===== config.mk =====
export PLATFORM = sky130hd
export DESIGN_NAME = load_store_unit
export DESIGN_NICKNAME = d
export VERILOG_FILES = /design/src/rtl/load_store_unit.sv
export SDC_FILE = /design/constraint.sdc
export NUM_CORES = 1
export LEC_CHECK = 0
export BUFFER_PORTS_ARGS = -buffer_cell sky130_fd_sc_hd__clkbuf_2
export CORE_UTILIZATION = 59
export DETAILED_ROUTE_END_ITERATION = 8
export GPL_TIMING_DRIVEN = 0
export HOLD_SLACK_MARGIN = 0.1
export PLACE_DENSITY = 0.87
export SLEW_MARGIN = 0
export SYNTH_ARGS = -nofsm -noshare
export SYNTH_HDL_FRONTEND = slang
export SYNTH_SLANG_ARGS = --single-unit

===== constraint.sdc =====
create_clock -name clk -period 4.83 [get_ports clk]
set_clock_uncertainty 0.2 [all_clocks]
set_input_delay 0.2415 -clock clk [delete_from_list [all_inputs] [get_ports clk]]
set_output_delay 0.2415 -clock clk [all_outputs]
set_load 0.01 [all_outputs]

===== src/rtl/load_store_unit.sv =====
// RV32I load/store unit: one request at a time, word-aligned memory port,
// boundary-crossing accesses either split into two word accesses or faulted.
module load_store_unit #(
    parameter int unsigned XLEN           = 32,
    parameter bit          MISALIGN_SPLIT = 1'b1
) (
    input  logic            clk,
    input  logic            reset_n,
    input  logic            req_valid,
    output logic            req_ready,
    input  logic            req_is_store,
    input  logic [2:0]      req_funct3,
    input  logic [XLEN-1:0] req_addr,
    input  logic [XLEN-1:0] req_wdata,
    input  logic [4:0]      req_rd,
    output logic [XLEN-1:0] mem_address,
    output logic [XLEN-1:0] mem_WriteData,
    output logic [3:0]      mem_wr_en,
    output logic            mem_MemRead,
    output logic [1:0]      mem_load_type,
    input  logic [XLEN-1:0] mem_ReadData,
    output logic            rsp_valid,
    output logic [XLEN-1:0] rsp_data,
    output logic [4:0]      rsp_rd,
    output logic            rsp_misaligned,
    output logic            rsp_illegal
);

    typedef enum logic [1:0] {IDLE, ACC0, ACC1, RESP} state_t;

    state_t            state_q, state_d;
    logic              is_store_q;
    logic [2:0]        funct3_q;
    logic [XLEN-1:0]   addr_q, wdata_q, lo_q, hi_q;
    logic [4:0]        rd_q;
    logic              illegal_q, misal_q;

    function automatic logic legal_f(input logic st, input logic [2:0] f3);
        if (st) return f3 inside {3'b000, 3'b001, 3'b010};
        return f3 inside {3'b000, 3'b001, 3'b010, 3'b100, 3'b101};
    endfunction

    function automatic logic cross_f(input logic [1:0] off, input logic [2:0] f3);
        logic [2:0] sz;
        case (f3[1:0])
            2'b00:   sz = 3'd1;
            2'b01:   sz = 3'd2;
            default: sz = 3'd4;
        endcase
        return ({1'b0, off} + sz) > 3'd4;
    endfunction

    logic accept_c, req_legal_c, req_cross_c, cross_q_c;
    assign accept_c    = req_valid && req_ready;
    assign req_legal_c = legal_f(req_is_store, req_funct3);
    assign req_cross_c = cross_f(req_addr[1:0], req_funct3);
    assign cross_q_c   = cross_f(addr_q[1:0], funct3_q);

    // Lane alignment of store data/strobes and of the two-word load window
    logic [3:0]        base_c;
    logic [7:0]        mask8_c;
    logic [2*XLEN-1:0] data64_c, ld64_c;
    logic [XLEN-1:0]   load_c, word_addr_c;

    always_comb begin
        case (funct3_q[1:0])
            2'b00:   base_c = 4'b0001;
            2'b01:   base_c = 4'b0011;
            default: base_c = 4'b1111;
        endcase
        mask8_c     = {4'b0000, base_c} << addr_q[1:0];
        data64_c    = {XLEN'(0), wdata_q} << {addr_q[1:0], 3'b000};
        ld64_c      = {hi_q, lo_q} >> {addr_q[1:0], 3'b000};
        word_addr_c = {addr_q[XLEN-1:2], 2'b00};
        case (funct3_q)
            3'b000:  load_c = {{(XLEN-8){ld64_c[7]}}, ld64_c[7:0]};
            3'b001:  load_c = {{(XLEN-16){ld64_c[15]}}, ld64_c[15:0]};
            3'b100:  load_c = {(XLEN-8)'(0), ld64_c[7:0]};
            3'b101:  load_c = {(XLEN-16)'(0), ld64_c[15:0]};
            default: load_c = ld64_c[XLEN-1:0];
        endcase
    end

    always_ff @(posedge clk or negedge reset_n) begin
        if (!reset_n) state_q <= IDLE;
        else          state_q <= state_d;
    end

    always_comb begin
        state_d        = state_q;
        req_ready      = 1'b0;
        mem_address    = '0;
        mem_WriteData  = '0;
        mem_wr_en      = 4'b0000;
        mem_MemRead    = 1'b0;
        mem_load_type  = 2'b00;
        rsp_valid      = 1'b0;
        rsp_data       = '0;
        rsp_rd         = 5'd0;
        rsp_misaligned = 1'b0;
        rsp_illegal    = 1'b0;
        case (state_q)
            IDLE: begin
                req_ready = reset_n;
                if (accept_c) begin
                    if (!req_legal_c || (req_cross_c && !MISALIGN_SPLIT)) state_d = RESP;
                    else                                                  state_d = ACC0;
                end
            end
            ACC0: begin
                state_d     = (cross_q_c && MISALIGN_SPLIT) ? ACC1 : RESP;
                mem_address = word_addr_c;
                if (is_store_q) begin
                    mem_wr_en     = mask8_c[3:0];
                    mem_WriteData = data64_c[XLEN-1:0];
                end else begin
                    mem_MemRead   = 1'b1;
                    mem_load_type = 2'b10;
                end
            end
            ACC1: begin
                state_d     = RESP;
                mem_address = word_addr_c + XLEN'(4);
                if (is_store_q) begin
                    mem_wr_en     = mask8_c[7:4];
                    mem_WriteData = data64_c[2*XLEN-1:XLEN];
                end else begin
                    mem_MemRead   = 1'b1;
                    mem_load_type = 2'b10;
                end
            end
            RESP: begin
                state_d        = IDLE;
                rsp_valid      = 1'b1;
                rsp_rd         = rd_q;
                rsp_misaligned = misal_q;
                rsp_illegal    = illegal_q;
                if (!is_store_q && !illegal_q && !misal_q) rsp_data = load_c;
            end
            default: state_d = IDLE;
        endcase
    end

    // Request capture and load-word collection
    always_ff @(posedge clk or negedge reset_n) begin
        if (!reset_n) begin
            is_store_q <= 1'b0;
            funct3_q   <= 3'd0;
            addr_q     <= '0;
            wdata_q    <= '0;
            rd_q       <= 5'd0;
            illegal_q  <= 1'b0;
            misal_q    <= 1'b0;
            lo_q       <= '0;
            hi_q       <= '0;
        end else if (accept_c) begin
            is_store_q <= req_is_store;
            funct3_q   <= req_funct3;
            addr_q     <= req_addr;
            wdata_q    <= req_wdata;
            rd_q       <= req_rd;
            illegal_q  <= !req_legal_c;
            misal_q    <= req_legal_c && req_cross_c && !MISALIGN_SPLIT;
            lo_q       <= '0;
            hi_q       <= '0;
        end else if (state_q == ACC0 && !is_store_q) begin
            lo_q <= mem_ReadData;
        end else if (state_q == ACC1 && !is_store_q) begin
            hi_q <= mem_ReadData;
        end
    end

endmodule


* Word level (Yosys, flattened, before mapping) *
Index checks and enable logic that the tools add are counted.

cells by class
  shifts and indexed selects = 3
  equal/unequal tests = 13
  muxes and demuxes = 32
  add/sub/neg operators = 2
  magnitude comparators = 1
  reductions and logical operators = 17

operators with widths
  kind                                           count
  two-way mux 32 bit                             9
  one-hot mux 32 bit (2 select lines)            2
  one-hot mux 32 bit (4 select lines)            1
  left shift 32 x 5 -> 64 bit                    1
  right shift 64 x 5 -> 32 bit                   1
  adder 32 x 3 -> 32 bit, second input constant  1
  one-hot mux 4 bit (2 select lines)             2
  == test 3 bit, second input constant           4
  two-way mux 1 bit                              9
  two-way mux 2 bit                              4
  two-way mux 4 bit                              2
  one-hot mux 2 bit (4 select lines)             1
  left shift 4 x 2 -> 8 bit                      1
  == test 3 x 1 -> 1 bit, second input constant  2
  logical NOT 3 bit                              2
  one-hot mux 3 bit (2 select lines)             1
  two-way mux 5 bit                              1
  nonzero test 5 bit                             1
  == test 2 x 1 -> 1 bit, second input constant  2
  == test 2 bit, second input constant           2
  logical AND 1 bit                              4
  logical NOT 2 bit                              2
  inequality test 2 bit, second input constant   2
  nonzero test 2 bit                             2
  other kinds (7)                                9

word-level totals
  output and inout bits = 112
  register bits = 140
  input port bits = 108
  logic and storage cells = 77

* Longest topological paths before layout *
Gate-level depths: netlist (run 1).

  word-level depth = 7
  depth in mapped cells = 11
  depth with buffers taken out = 9

* Worst setup path before layout (run 1) *
Ideal clock, no wire load.

  path type = register -> register
  start point = reg funct3_q[0]
  end point = reg state_q[0]
  data required time = 4.509 ns
  arrival time = 2.181 ns
  period minus slack after synthesis = 2.502 ns
  slack = 2.328 ns
  stages on the path, launching flop included = 12
  library setup time = 0.121 ns
  path buffers = 2
  cells stage by stage = dfrtp_1 > clkbuf_1 > or2_2 > clkbuf_1 > inv_1 > ha_1 > inv_1 > fa_1 > and2_0 > o21ai_0 > a31oi_1 > o22a_1

on the way
  word-level cells in the longest chain between the ends = 6
  elaborated cells between the ends (all ways) = 7
  classes of those cells = add/sub (1); order compare (1); eq/ne (1); mux (3); reduce/logical (1)

ends and longest elaborated chain
  item                                                                line  text
  from (decl)                                                         33    logic [2:0] funct3_q;
  from (signal assigned)                                              158   funct3_q <= req_funct3;
  == test 2 x 1 -> 1 bit / logical NOT 2 bit (equally long branches)  45    case (f3[1:0])
  one-hot mux 3 bit (2 select lines) *                                45
  adder 2 x 3 -> 3 bit *                                              50    return ({1'b0, off} + sz) > 3'd4;
  greater-than comparator 3 bit *                                     50
  two-way mux 1 bit *                                                 111   state_d = (cross_q_c && MISALIGN_SPLIT) ? ACC1 : RESP;
  one-hot mux 2 bit (4 select lines) *                                102   case (state_q)
  to (signal assigned)                                                86    else state_q <= state_d;
  to (decl)                                                           31    state_t state_q, state_d;

Every way passes the cells marked *; elsewhere a longest branch is shown, timed or not.
A chain may end at the register's enable or synchronous reset.

* Final worst setup path (run 1) *
  start point = reg state_q[1]
  end point = out mem_wr_en[2]

on the way
  word-level cells in the longest chain between the ends = 2
  elaborated cells between the ends (all ways) = 3
  classes of those cells = eq/ne (2); mux (1)

ends and longest elaborated chain
  item                                                            line  text
  == test 2 bit / == test 2 x 1 -> 1 bit (equally long branches)  102
  one-hot mux 4 bit (2 select lines) *                            102
  to (decl)                                                       18    output logic [3:0] mem_wr_en,

Marks and branches as above.

==> results of run 1 <==
## cell type report
class | count | share of cell area
multi-input cells | 846 | 0.422
clock inverters | 15 | 0.0124
plain buffers | 96 | 0.0348
repair buffers | 322 | 0.187
flip-flops and latches | 132 | 0.284
well taps | 180 | 0.0194
clock buffers | 17 | 0.0366
inverters | 10 | 0.00323
## placed cells by master (no fill, tap or decap), types with 4 or more instances in the layout
| cell type | netlist | final |
|---|---|---|
| sky130_fd_sc_hd__conb_1 | 1 | 4 |
| sky130_fd_sc_hd__mux2i_1 | 13 | 13 |
| sky130_fd_sc_hd__o211ai_1 | 5 | 5 |
| sky130_fd_sc_hd__nand4_1 | 13 | 13 |
| sky130_fd_sc_hd__nor3_1 | 9 | 9 |
| sky130_fd_sc_hd__inv_1 | 10 | 10 |
| sky130_fd_sc_hd__a21o_1 | 10 | 10 |
| sky130_fd_sc_hd__clkbuf_2 | 1 | 215 |
| sky130_fd_sc_hd__buf_2 | 16 | 16 |
| sky130_fd_sc_hd__nand3_1 | 15 | 15 |
| sky130_fd_sc_hd__nand2_1 | 384 | 384 |
| sky130_fd_sc_hd__o21ai_0 | 29 | 29 |
| sky130_fd_sc_hd__a211oi_1 | 8 | 8 |
| sky130_fd_sc_hd__clkbuf_16 | 0 | 17 |
| sky130_fd_sc_hd__nor2b_1 | 16 | 16 |
| sky130_fd_sc_hd__inv_6 | 0 | 7 |
| sky130_fd_sc_hd__buf_4 | 6 | 6 |
| sky130_fd_sc_hd__nor2_1 | 42 | 42 |
| sky130_fd_sc_hd__clkinvlp_4 | 0 | 4 |
| sky130_fd_sc_hd__clkbuf_1 | 70 | 70 |
| sky130_fd_sc_hd__dfrtp_1 | 132 | 132 |
| sky130_fd_sc_hd__a22oi_1 | 22 | 22 |
| sky130_fd_sc_hd__dlygate4sd3_1 | 0 | 106 |
| sky130_fd_sc_hd__and2_1 | 24 | 24 |
| sky130_fd_sc_hd__mux4_2 | 28 | 28 |
| sky130_fd_sc_hd__nor4_1 | 4 | 4 |
| sky130_fd_sc_hd__and3_1 | 13 | 13 |
| sky130_fd_sc_hd__o311ai_0 | 4 | 4 |
| sky130_fd_sc_hd__o21a_1 | 4 | 4 |
| sky130_fd_sc_hd__mux2_2 | 31 | 31 |
| sky130_fd_sc_hd__a21oi_1 | 101 | 101 |
| sky130_fd_sc_hd__or3_1 | 6 | 6 |
| sky130_fd_sc_hd__a31oi_1 | 11 | 11 |
| sky130_fd_sc_hd__or4_1 | 6 | 6 |
| sky130_fd_sc_hd__ha_1 | 8 | 8 |
## registers in the layout, summed over array words and instances, names as in the netlist
name and cells:
rd_q 5, state_q 2, illegal_q 1, lo_q 32, addr_q 32, funct3_q 3
wdata_q 32, hi_q 24, is_store_q 1
## metal layers
| layer | routed length [um] | part of all wire | track usage |
|---|---|---|---|
| met4 | 1960 | 0.059 | 0.250 |
| met2 | 15300 | 0.46 | 0.707 |
| met1 | 11900 | 0.36 | 0.555 |
| met3 | 4000 | 0.12 | 0.119 |
| met5 | 0 | 0 | 0 |
## worst min path at each step
stage / start / end / slack (ns) / cells past startpoint
after floorplan: reset_n / addr_q[0]$_DFFE_PN0P_ / -0.25 / 0
after global placement: req_wdata[17] / wdata_q[17]$_DFFE_PN0P_ / 0.23 / 3
after detailed placement: reset_n / lo_q[20]$_DFFE_PN0P_ / 0.03 / 1
after CTS: reset_n / lo_q[20]$_DFFE_PN0P_ / 0.14 / 2
after global routing: reset_n / lo_q[21]$_DFFE_PN0P_ / 0.16 / 2
final: reset_n / lo_q[21]$_DFFE_PN0P_ / 0.12 / 2
## metrics by stage
step	TNS (ns)	cells	area (um^2)
4_1_cts	0	1618	11600
6_report	0	1618	11600
2_1_floorplan	0	1084	8650
5_1_grt	0	1618	11600
3_5_place_dp	0	1480	9990
3_3_place_gp	-4.99	1479	9950
## where the power goes
group          leakage [nW]  total, mW  internal, mW  switching [mW]
clock                 0.268       1.28         0.719           0.559
sequential             1.66       2.21          1.62           0.597
combinational          3.62       4.01          1.63            2.39
total                  5.54       7.50          3.96            3.54
## kinds of logic (layout without fill, tap and decap cells)
family          Yosys count  count (layout)  share of synthesized area
simple gates            543             543                      0.270
flops                   132             132                      0.382
fa+ha+maj                 9               9                     0.0139
compound gates          214             214                      0.150
other cells               1               4                   0.000434
buf+inv                 106             460                     0.0511
xor+xnor                  4               4                    0.00405
mux                      72              72                      0.128
## Yosys cell counts, types with 5 or more instances
cell	count
sky130_fd_sc_hd__and2_1	24
sky130_fd_sc_hd__ha_1	8
sky130_fd_sc_hd__buf_4	6
sky130_fd_sc_hd__or3_1	6
sky130_fd_sc_hd__a22oi_1	22
sky130_fd_sc_hd__nand2_1	384
sky130_fd_sc_hd__and3_1	13
sky130_fd_sc_hd__o211ai_1	5
sky130_fd_sc_hd__a31oi_1	11
sky130_fd_sc_hd__nor3_1	9
sky130_fd_sc_hd__a21o_1	10
sky130_fd_sc_hd__nor2_1	42
sky130_fd_sc_hd__a21oi_1	101
sky130_fd_sc_hd__inv_1	10
sky130_fd_sc_hd__clkbuf_1	70
sky130_fd_sc_hd__buf_2	16
sky130_fd_sc_hd__mux2_2	31
sky130_fd_sc_hd__nand4_1	13
sky130_fd_sc_hd__o21ai_0	29
sky130_fd_sc_hd__mux4_2	28
sky130_fd_sc_hd__nor2b_1	16
sky130_fd_sc_hd__or4_1	6
sky130_fd_sc_hd__dfrtp_1	132
sky130_fd_sc_hd__a211oi_1	8
sky130_fd_sc_hd__nand3_1	15
sky130_fd_sc_hd__mux2i_1	13
## worst register-to-register path, cell delays in order (launching register included)
cell                       delay (ns)
sky130_fd_sc_hd__dfrtp_1         0.32
sky130_fd_sc_hd__clkbuf_1        0.34
sky130_fd_sc_hd__or2_2           0.20
sky130_fd_sc_hd__clkbuf_1        0.38
sky130_fd_sc_hd__inv_1           0.15
sky130_fd_sc_hd__ha_1            0.21
sky130_fd_sc_hd__inv_1           0.06
sky130_fd_sc_hd__fa_1            0.40
sky130_fd_sc_hd__and2_0          0.15
sky130_fd_sc_hd__o21ai_0         0.15
sky130_fd_sc_hd__a31oi_1         0.10
sky130_fd_sc_hd__o22a_1          0.19
## timing repair
item                      in CTS  in global routing
hold endpoints to repair     262                  0
resized for setup              0                  0
buffers inserted               0                  0
hold buffers                 106                  0
==> summary by stage, run 1 <==
Run status
The flow ran to the end, and the final reports show no timing, DRC or antenna violations.

Global route
The number of antenna violations at the first check in global routing is 0. Across every metal layer, demand over resource in global routing totals 0.446. The via count of the first global-routing pass is 9827.

The pin count of the biggest net entering global routing is 81. The first-pass GRT wire length is 50300 um. Global routing finished with a remaining overflow of 0.

Yosys
The total of flip-flops plus latches after synthesis is 132. The predominant post-synthesis flop cell is sky130_fd_sc_hd__dfrtp_1. sky130_fd_sc_hd__dfrtp_1 takes more of the synthesized area than any other cell. The share of the Yosys chip area taken by registers is 0.382. Each instance of the synthesized netlist takes up on average 7.99 um^2. The share of synthesized area in the top cell type comes to 0.382. The count of different cell masters after synthesis is 54. After technology mapping, the gate count stands at 1081. Yosys mapped a number of flops with a built-in enable equal to 0.

After synthesis the cells add up to 8640 um^2. The share of synthesized flip-flops with an asynchronous set or reset is 1.00. After synthesis, the cell types taking the most area are sky130_fd_sc_hd__dfrtp_1 (38%), sky130_fd_sc_hd__nand2_1 (17%), sky130_fd_sc_hd__mux4_2 (7.3%). The number of warnings printed during yosys synthesis is 0.

STA
Setup repair after global routing left no endpoint under its margin. On the final layout, the worst hold slack is 0.121 ns. The number of setup violations in the final report is 0. Once routing completed, OpenROAD measured the worst setup slack at 1.25 ns.

The post-route minimum period is 3.58 ns. For the pin with the worst max-slew slack, the measured transition is 0.904 ns. The tightest slew margin relative to the limit is 0.392. The total count of hold-check failures in the final report is 0. Timing would allow up to 279 MHz. The max-slew violation count came to 0. In the finished design, the share of the clock period the worst path needs comes to 0.741.

Clock network
The clock passes through at most 2 buffers. The TritonCTS clock tree is done. For the worst-skew pair, the clock arrives at the later sink with an insertion delay of 0.43 ns. The H-tree generated during clock tree synthesis spans 4 levels. The number of sinks driven by the clock tree is 132. Counting the buffers created by CTS gives 17. In this run the clock root is driven by a sky130_fd_sc_hd__clkbuf_16.

The clock slew seen by the registers of the worst setup and hold paths is 0.06 ns.

Worst setup path
The number of buffers and inverters on the critical path is 5. By startpoint and endpoint, the worst setup path is classified as reg -> out. In this run the worst setup path terminates at mem_wr_en[2]. Along the worst path, the maximum fanout reaches 10. The setup check on the worst reg-to-reg path leaves a slack of 1.87 ns. The cell occurring most often along the worst timing path is sky130_fd_sc_hd__clkbuf_1. The critical path starts at state_q[1]$_DFFE_PN0P_. For the worst setup path, the data arrival time is 3.14 ns. The capturing point of the worst reg2reg path is state_q[0]$_DFFE_PN0P_.

STA classifies the critical path endpoint as an output port. The start of the worst register-to-register path is funct3_q[0]$_DFFE_PN0P_. The slowest stage of the critical path belongs to the cell sky130_fd_sc_hd__buf_1. For the worst setup path, the data required time is 4.39 ns.

The critical path goes through inv_1, ha_1, clkbuf_1, clkbuf_1, buf_1, o21ai_0, a21oi_1, clkbuf_2. The family of cells with the greatest summed delay on the critical path is buffers and inverters. STA classifies the critical path startpoint as a flop. The cell depth of the worst flop-to-flop path is 11. The critical path runs through a total of 8 cells.

On the worst path, the slowest cell contributes a delay of 0.59 ns.

Route
The detailed router finished its first iteration with 1612 violations. In the final routed layout, each cell accounts on average for 20.5 um. The via total after detailed routing is 10293.

Using the TritonRoute via totals, the vias-per-cell ratio works out to 6.36. The number of remaining DRC errors is 0. The count of nets left with antenna violations once routing finished came out at 0. The first detailed-routing pass took 6 iterations. Summed over all layers, the routed wires come to 33100 um.

Power
The static leakage is 5.54 nW. The worst vdd rail ir drop is 0.000492 V. The total power per unit cell area is 646 nW/um^2.

The total chip power is 7.50 mW.

Cells and area
The area overhead of the layout relative to synthesis is 34.5%. The number of antenna diodes in the final layout is 0. The final-layout fill cell count is 859. The sequential cells in the finished layout cover a total of 3300 um^2.

For this run, the share of the core covered by cells in the final layout is 0.824. In the final layout, the share of cells above drive strength 1 is 0.234. For this run, the post-layout net count is 1542. In the final layout, the multi-input gates occupy 4910 um^2.

Floorplanning
For this configuration, the core starts out at a cell density of 0.613. The total number of placement rows is 43. The die is 123 um tall. From left edge to right edge, the die measures 123 um. The die covers 15100 um^2.

The core area is 14100 um^2. Pin placement for this block handled 220 I/O pins.

Place
The HPWL after detailed placement is 21100 um. The final weighted congestion in routability-driven placement is 1.02. OpenSTA, run right after detailed placement, puts the worst setup slack at 1.67 ns. The count of buffers added on input and output ports is 215.

Job
The total of max-cap violations is 0.

Worst hold path
The path class of the tightest hold or removal check is in -> async.
Power figures use the tool's default switching activity.
==> inputs of run 2 (changes only) <==
- CORE_UTILIZATION: 59 -> 49
- PLACE_DENSITY: 0.87 -> 0.78
- clock period: 4.83 -> 3.25 ns (I/O delays scaled with it)
==> run 2 against run 1 <==
Effect of this change:
- the flow now finishes with violations (hold timing)
- routed wire length fell by 5.3%
- hold slack lost 0.16 ns
- register-to-register slack lost 1.5 ns
- critical path type unchanged
- critical path depth rose by 1
- power increased by 49%
- via count down 5.6%
- core utilization is 14 points lower
- combinational power increased by 47%
- sequential power up 46%
==> summary by stage, run 2 (synthesis results as in run 1) <==
Route
The number of DRC violations after detailed-routing iteration 0 is 860. Detailed routing inserted a total of 9712 vias. After detailed routing, the number of remaining DRC violations is 0.

The post-detailed-route count of antenna-violating nets is 0. The routed wirelength normalized by instance count is 18.8 um. In the final routing, the length of wire on met1 measures 11900 um. The average vias per placed instance is 5.83. For this run, the detailed router's first-pass iteration total came to 6. The post-detailed-routing wire length is 31400 um.

Signal routing reaches up to met4. The routed design uses 3500 um of met3 wire. Wire segments on met2 add up to 14700 um in the final route.

Worst setup path
The start of the worst register-to-register path is funct3_q[0]$_DFFE_PN0P_. The cell occurring most often along the worst timing path is sky130_fd_sc_hd__clkbuf_1. The master of the slowest instance on the critical path is sky130_fd_sc_hd__dfrtp_1.

The critical path goes through inv_1, ha_1, clkbuf_1, nor2b_1, clkbuf_1, a22o_1, nand2_1, a21oi_1, clkbuf_2. The data arrival at the endpoint of the critical path is 2.80 ns. The required time of the critical path is 2.89 ns. The critical path is of the reg -> out type. The critical path capture point type is an output port. The cell depth of the worst flop-to-flop path is 11. The internal reg-to-reg setup slack is 0.33 ns.

In this run the critical register-to-register path is captured at state_q[0]$_DFFE_PN0P_. In this design, the stage delay of the slowest critical-path cell is 0.43 ns. In this run the worst path has a maximum fanout of 10. The category of the worst setup path launch point is a flop.

Place
The congestion estimate from routability-driven global placement came to 0.945. The worst setup slack after placement is 0.204 ns. The placed instance count is 1525. The total of buffers placed on input and output ports is 215.

The HPWL after detailed placement is 21200 um.

Floorplanning
The number of I/O pins is 220. The floorplan step defined a die boundary enclosing 18200 um^2. From left edge to right edge, the die measures 135 um. The core region is 17200 um^2. The effective utilization at floorplan is 0.501.

The die extent in y is 135 um. Row generation in the floorplan step produced 48 rows.

STA
At the pin with the least slew margin, the transition time is 1.07 ns. The smallest clock period supported by the final layout is computed as 3.16 ns. Hold timing on the final database bottoms out at a slack of -0.0373 ns. The worst path meets setup with 0.0873 ns of slack. The max-slew violation count is 0. The number of setup violations in the final report is 0. The total count of hold-check failures in the final report is 18. Setup repair after global routing left no endpoint under its margin. The maximum frequency from static timing analysis is 316 MHz. The share of the cycle needed by the critical path after routing is 0.973. The tightest slew margin relative to the limit is 0.283.

Power
IR analysis of the VDD net gives a maximum drop of 0.000577 V. The total power per unit cell area is 945 nW/um^2. Summed over all cells, the static leakage comes to 5.63 nW.

Total power for the finished layout comes to 11.2 mW.

Cells and area
The final standard cell count with taps included and fillers excluded is 1666. Leaving out fill and tap cells, the most frequent cell in the layout is sky130_fd_sc_hd__nand2_1. The number of inserted diodes is 0. In the layout the commonest cells are sky130_fd_sc_hd__nand2_1 (384), sky130_fd_sc_hd__clkbuf_2 (219), sky130_fd_sc_hd__dfrtp_1 (132). The area overhead of the layout relative to synthesis is 36.7%. At the end of the flow, the number of nets in the layout was 1545. Fill cells in the final layout number 1376. The share of post-route cells with drive strength above 1 is 0.240. In the final layout, the registers with the most flip-flops are addr_q: 32 flops, lo_q: 32 flops, wdata_q: 32 flops.

Global route
Summed over all layers, the global routing overflow is 0. The number of antenna violations at the first check in global routing was 0. The global router's overall resource usage is 0.350.

The via count of the first global-routing pass is 9150. The first-pass GRT wire length is 48000 um. The pin count of the biggest net entering global routing is 114.

Run status
The flow ran to the end, but the final reports show violations. The checks that failed: hold timing.

Clock network
The total clock buffers created by CTS is 17. The clock tree synthesis step divided the H-tree into 4 levels. The maximum buffer depth of the clock tree is 2. TritonCTS built the clock tree. The insertion delay of the later-clocked pin in the worst-skew pair is 0.44 ns. After clock tree synthesis, the setup repair step added 0 buffers. Clock tree synthesis selected as its root buffer the cell sky130_fd_sc_hd__clkbuf_16. The number of sinks driven by the clock tree is 132. Hold repair after CTS inserted 110 buffers. Clock-pin slew was measured on the worst setup and hold paths at 0.06 ns.

Worst hold path
The class of the tightest hold or removal check is in -> async.

Job
The total of max-cap violations is 0.
## run 2: worst max path at each step
stage,endpoint,slack (ns),depth (start not counted),from
finish,mem_wr_en[2],0.09,9,state_q[1]$_DFFE_PN0P_
global route,mem_address[28],0.01,6,addr_q[3]$_DFFE_PN0P_
CTS,rsp_data[31],0.009,8,addr_q[0]$_DFFE_PN0P_
detailed placement,hi_q[2]$_DFFE_PN0P_,0.20,7,reset_n
floorplan,state_q[0]$_DFFE_PN0P_,0.75,11,funct3_q[0]$_DFFE_PN0P_
global placement,lo_q[28]$_DFFE_PN0P_,-1.71,6,reset_n
## run 2: area by class of cell
type | instances | area (um^2) | share of cell area
Clock inverter | 15 | 191 | 0.0162
Inverter | 10 | 37.5 | 0.00318
Sequential cell | 132 | 3300 | 0.280
Multi-Input combinational cell | 846 | 4910 | 0.416
Timing Repair Buffer | 326 | 2250 | 0.191
Tap cell | 225 | 282 | 0.0238
Buffer | 95 | 407 | 0.0344
Clock buffer | 17 | 425 | 0.0360
## run 2: repair_timing
action                                 in CTS  in global routing
resized for setup                           2                  8
setup endpoints to repair                   3                 21
endpoints found under the hold margin     263                110
pin swaps                                   0                  0
## run 2: critical path, delay by kind of cell, from the launching register on
| kind | cells | cell delay (ns) |
|---|---|---|
| buf+inv | 4 | 1.05 |
| fa+ha+maj | 1 | 0.14 |
| compound gates | 2 | 0.50 |
| simple gates | 2 | 0.25 |
| flops | 1 | 0.43 |
## run 2: per-layer routing
metal,vias to the layer above,track usage
li1,4405,-
met5,-,0
met1,4561,0.451
met3,108,0.0796
met2,638,0.554
met4,0,0.179
## run 2: through the flow
step / area (um^2) / util / TNS [ns]
detailed placement: 10000 / 0.583 / 0
finish: 11800 / 0.685 / 0
CTS: 11800 / 0.685 / 0
global route: 11800 / 0.685 / 0
floorplan: 8650 / - / 0
global placement: 10000 / 0.581 / -250.13
## run 2: power breakdown
| group | total [mW] | leakage, nW | internal [mW] | switching (mW) |
|---|---|---|---|---|
| logic | 5.88 | 3.67 | 2.43 | 3.44 |
| clock network | 2.07 | 0.303 | 1.23 | 0.837 |
| registers | 3.22 | 1.66 | 2.40 | 0.822 |
==> inputs of run 3 (changes only) <==
- PLACE_DENSITY: 0.78 -> 0.79
==> run 3 against run 2 <==
Effect of this change:
- clock power down 7%
- first-iteration DRC count grew 5.3%
- critical endpoint is now rsp_data[23]
- non-clock buffer count down 6
- the flow now finishes without violations
- sequential cell count unchanged
- critical path type unchanged
- clock-buffer cell count unchanged
- sequential power barely moved
- core utilization fell by 0.63 points
- die area unchanged
==> summary by stage, run 3 (synthesis results as in run 1) <==
Run status
The flow ran to the end, and the final reports show no timing, DRC or antenna violations.

Cells and area
The post-layout utilization of the core is 0.679. The final standard cell count with taps included and fillers excluded is 1660. The library cell used most frequently in the layout, excluding fill and tap cells, is sky130_fd_sc_hd__nand2_1. In the final layout, the registers with the most flip-flops are addr_q: 32 flops, lo_q: 32 flops, wdata_q: 32 flops.

0 antenna diodes ended up in the layout. The top cell types in the final layout, fill and taps aside, are sky130_fd_sc_hd__nand2_1 (384), sky130_fd_sc_hd__clkbuf_2 (219), sky130_fd_sc_hd__dfrtp_1 (132). Of the cells placed in the final design, the portion with a size suffix greater than 1 is 0.239. The total number of nets in the final design is 1539. The area overhead of the layout relative to synthesis is 35.4%. The filler cells instantiated in the layout total 1380.

Worst setup path
The internal reg-to-reg setup slack is 0.32 ns. The category of the worst setup path launch point is a flop. The endpoint identified for the worst register-to-register timing path is state_q[0]$_DFFE_PN0P_. STA classifies the critical path endpoint as an output port. The data arrival at the endpoint of the critical path is 2.76 ns. The start of the worst register-to-register path is funct3_q[0]$_DFFE_PN0P_. Traced cell by cell, the critical path runs through buf_2, mux2_2, mux2i_1, o22a_1, clkbuf_1, a21oi_1, clkbuf_2. For the worst setup path, the data required time is 2.89 ns. The cell depth of the worst flop-to-flop path is 11.

The slowest stage of the critical path belongs to the cell sky130_fd_sc_hd__clkbuf_1. The critical path's largest stage delay is 0.44 ns. Along the worst path, the maximum fanout reaches 10.

The type of the worst setup path is reg -> out.

Clock network
After clock tree synthesis, the clock-pin slew on the worst setup and hold paths is 0.07 ns. Clock latency on the worst-skew pair, taken at its later pin, is 0.44 ns. The TritonCTS clock tree is done. For this design, the sink count on the clock tree is 132. The clock tree synthesis step divided the H-tree into 4 levels. The cell at the root of the clock tree is sky130_fd_sc_hd__clkbuf_16.

The clock passes through at most 2 buffers. The total clock buffers created by CTS is 17. The number of buffers inserted by post-CTS setup repair is 0.

Floorplanning
The number of I/O pins is 220. The initial utilization of the core area, before any placement, comes to 0.501. The die covers 18200 um^2. Row generation in the floorplan step produced 48 rows. The floorplan step set the die height to 135 um. In this run the standard cell core region covers 17200 um^2. From left edge to right edge, the die measures 135 um.

Global route
The pin count of the biggest net entering global routing is 74. The first-pass GRT wire length is 48300 um. The number of antenna violations at the first check in global routing came to 0.

The via count of the first global-routing pass is 9145. Summed over all layers, the global routing overflow is 0. For this run, the total global-route usage over all layers was measured as 0.350.

Route
The length of routed met2 wiring is 14400 um. Dividing the detail-routed via count by the number of cells gives 5.86. The routed wirelength normalized by instance count is 18.9 um. After detailed routing, the number of remaining DRC violations is 0. The highest metal layer with signal wires is met4. The total met3 wirelength after detailed routing is 3230 um.

The routed design has 31400 um of wire. Summing over every cut layer, the via total after detailed routing is 9725. The detail route stage leaves a number of antenna-violating nets equal to 0. The number of optimization iterations in the first detailed-route pass is 5. The number of DRC violations after detailed-routing iteration 0 is 906. The detailed-routing wirelength on met1 is 12200 um.

Power
In this run the static leakage power is 5.58 nW. The total power per unit cell area is 940 nW/um^2. The share of total power dissipated in combinational logic is 0.530. The share of total power in the clock network is 0.175. The internal power summed over all cells is 5.84 mW. The worst vdd rail ir drop is 0.000623 V. Of the total power, the share spent switching nets is 0.469. The sequential group share of total power is 0.295. The net switching power of the design is 5.15 mW. The total chip power is 11.0 mW.

STA
The total count of hold-check failures in the final report is 0. For the pin with the worst max-slew slack, the measured transition is 0.781 ns. The max-slew violation count is 0. The tightest slew margin relative to the limit is 0.475. Setup violations remaining at the end of the flow were counted as 0. Setup repair after global routing left no endpoint under its margin. For the final routed database, the setup TNS stands at 0 ns. The post-route minimum period is 3.12 ns. Of the available clock period, the critical path in the final layout requires 0.960. Static timing analysis puts the maximum clock frequency at 320 MHz.

The setup slack of the critical path after layout is 0.129 ns.

Place
The worst setup slack after placement is 0.0790 ns. In this run, placement finished with an instance count of 1525. The HPWL after detailed placement is 21500 um. The final weighted congestion in routability-driven placement is 0.940. The total of buffers placed on input and output ports is 215.

Job
The total of max-cap violations is 0.

Worst hold path
The class of the tightest hold or removal check is in -> async.
## run 3: cell count changes in the layout (fill, tap and decap cells not counted)
| cell | before | now |
|---|---|---|
| sky130_fd_sc_hd__o41ai_2 | 0 | 1 |
| sky130_fd_sc_hd__inv_6 | 6 | 5 |
| sky130_fd_sc_hd__clkinv_4 | 1 | 2 |
| sky130_fd_sc_hd__clkinv_8 | 0 | 3 |
| sky130_fd_sc_hd__buf_12 | 4 | 0 |
| sky130_fd_sc_hd__bufinv_16 | 3 | 0 |
| sky130_fd_sc_hd__o41ai_1 | 1 | 0 |
| sky130_fd_sc_hd__clkinv_2 | 2 | 0 |
| sky130_fd_sc_hd__clkbuf_1 | 65 | 63 |
| sky130_fd_sc_hd__inv_8 | 2 | 4 |
## run 3: worst max-delay path by stage
stage	from	endpoint	slack, ns	cells after the start
6_report	addr_q[1]$_DFFE_PN0P_	rsp_data[23]	0.13	7
5_1_grt	reset_n	rd_q[0]$_DFFE_PN0P_	0.004	9
4_1_cts	reset_n	lo_q[29]$_DFFE_PN0P_	0.001	8
3_5_place_dp	reset_n	lo_q[29]$_DFFE_PN0P_	0.08	7
3_3_place_gp	reset_n	lo_q[27]$_DFFE_PN0P_	-1.66	6
2_1_floorplan	funct3_q[0]$_DFFE_PN0P_	state_q[0]$_DFFE_PN0P_	0.75	11
## run 3: metal layers
metal	vias to the layer above	global-route usage
li1	4393	-
met1	4552	0.464
met2	641	0.537
met3	139	0.0646
met4	0	0.209
met5	-	0
## run 3: worst max-delay path, delay by kind of cell (launching register included)
| kind | cells | cell delay, ns |
|---|---|---|
| buffers and inverters | 3 | 0.87 |
| muxes | 2 | 0.55 |
| AOI/OAI and AO/OA | 2 | 0.51 |
| DFF | 1 | 0.39 |
## run 3: timing repair
item                                   4_1_cts  5_1_grt
endpoints found under the hold margin      263        0
gates resized for setup                      2        9
gates cloned                                 0        0
setup endpoints to repair                    4       90
pin swaps                                    0        0
hold buffers                               106        0
## run 3: area by class of cell
class / count / area [um^2] / share of cell area
clock buffer: 17 / 425 / 0.0363
multi-input combinational: 846 / 4920 / 0.420
tap: 225 / 282 / 0.0241
sequential: 132 / 3300 / 0.282
buffer: 93 / 399 / 0.0341
clock inverter: 15 / 163 / 0.0139
timing repair buffer: 322 / 2170 / 0.186
inverter: 10 / 37.5 / 0.00321
## run 3: per-stage QoR
| stage | cell area, um^2 | hold WS [ns] |
|---|---|---|
| floorplan | 8650 | -0.333 |
| global placement | 10000 | 0.153 |
| detailed placement | 10000 | -0.0160 |
| CTS | 11700 | 0.105 |
| global route | 11700 | 0.141 |
| finish | 11700 | 0.0647 |
## run 3: power groups by stage
stage	combinational (mW)	sequential (mW)	clock [mW]
finish	5.83	3.24	1.93
global route	6.33	3.32	2.02
CTS	5.72	3.18	1.95
detailed placement	5.58	3.20	0
global placement	5.44	3.16	0
floorplan	4.01	2.90	0
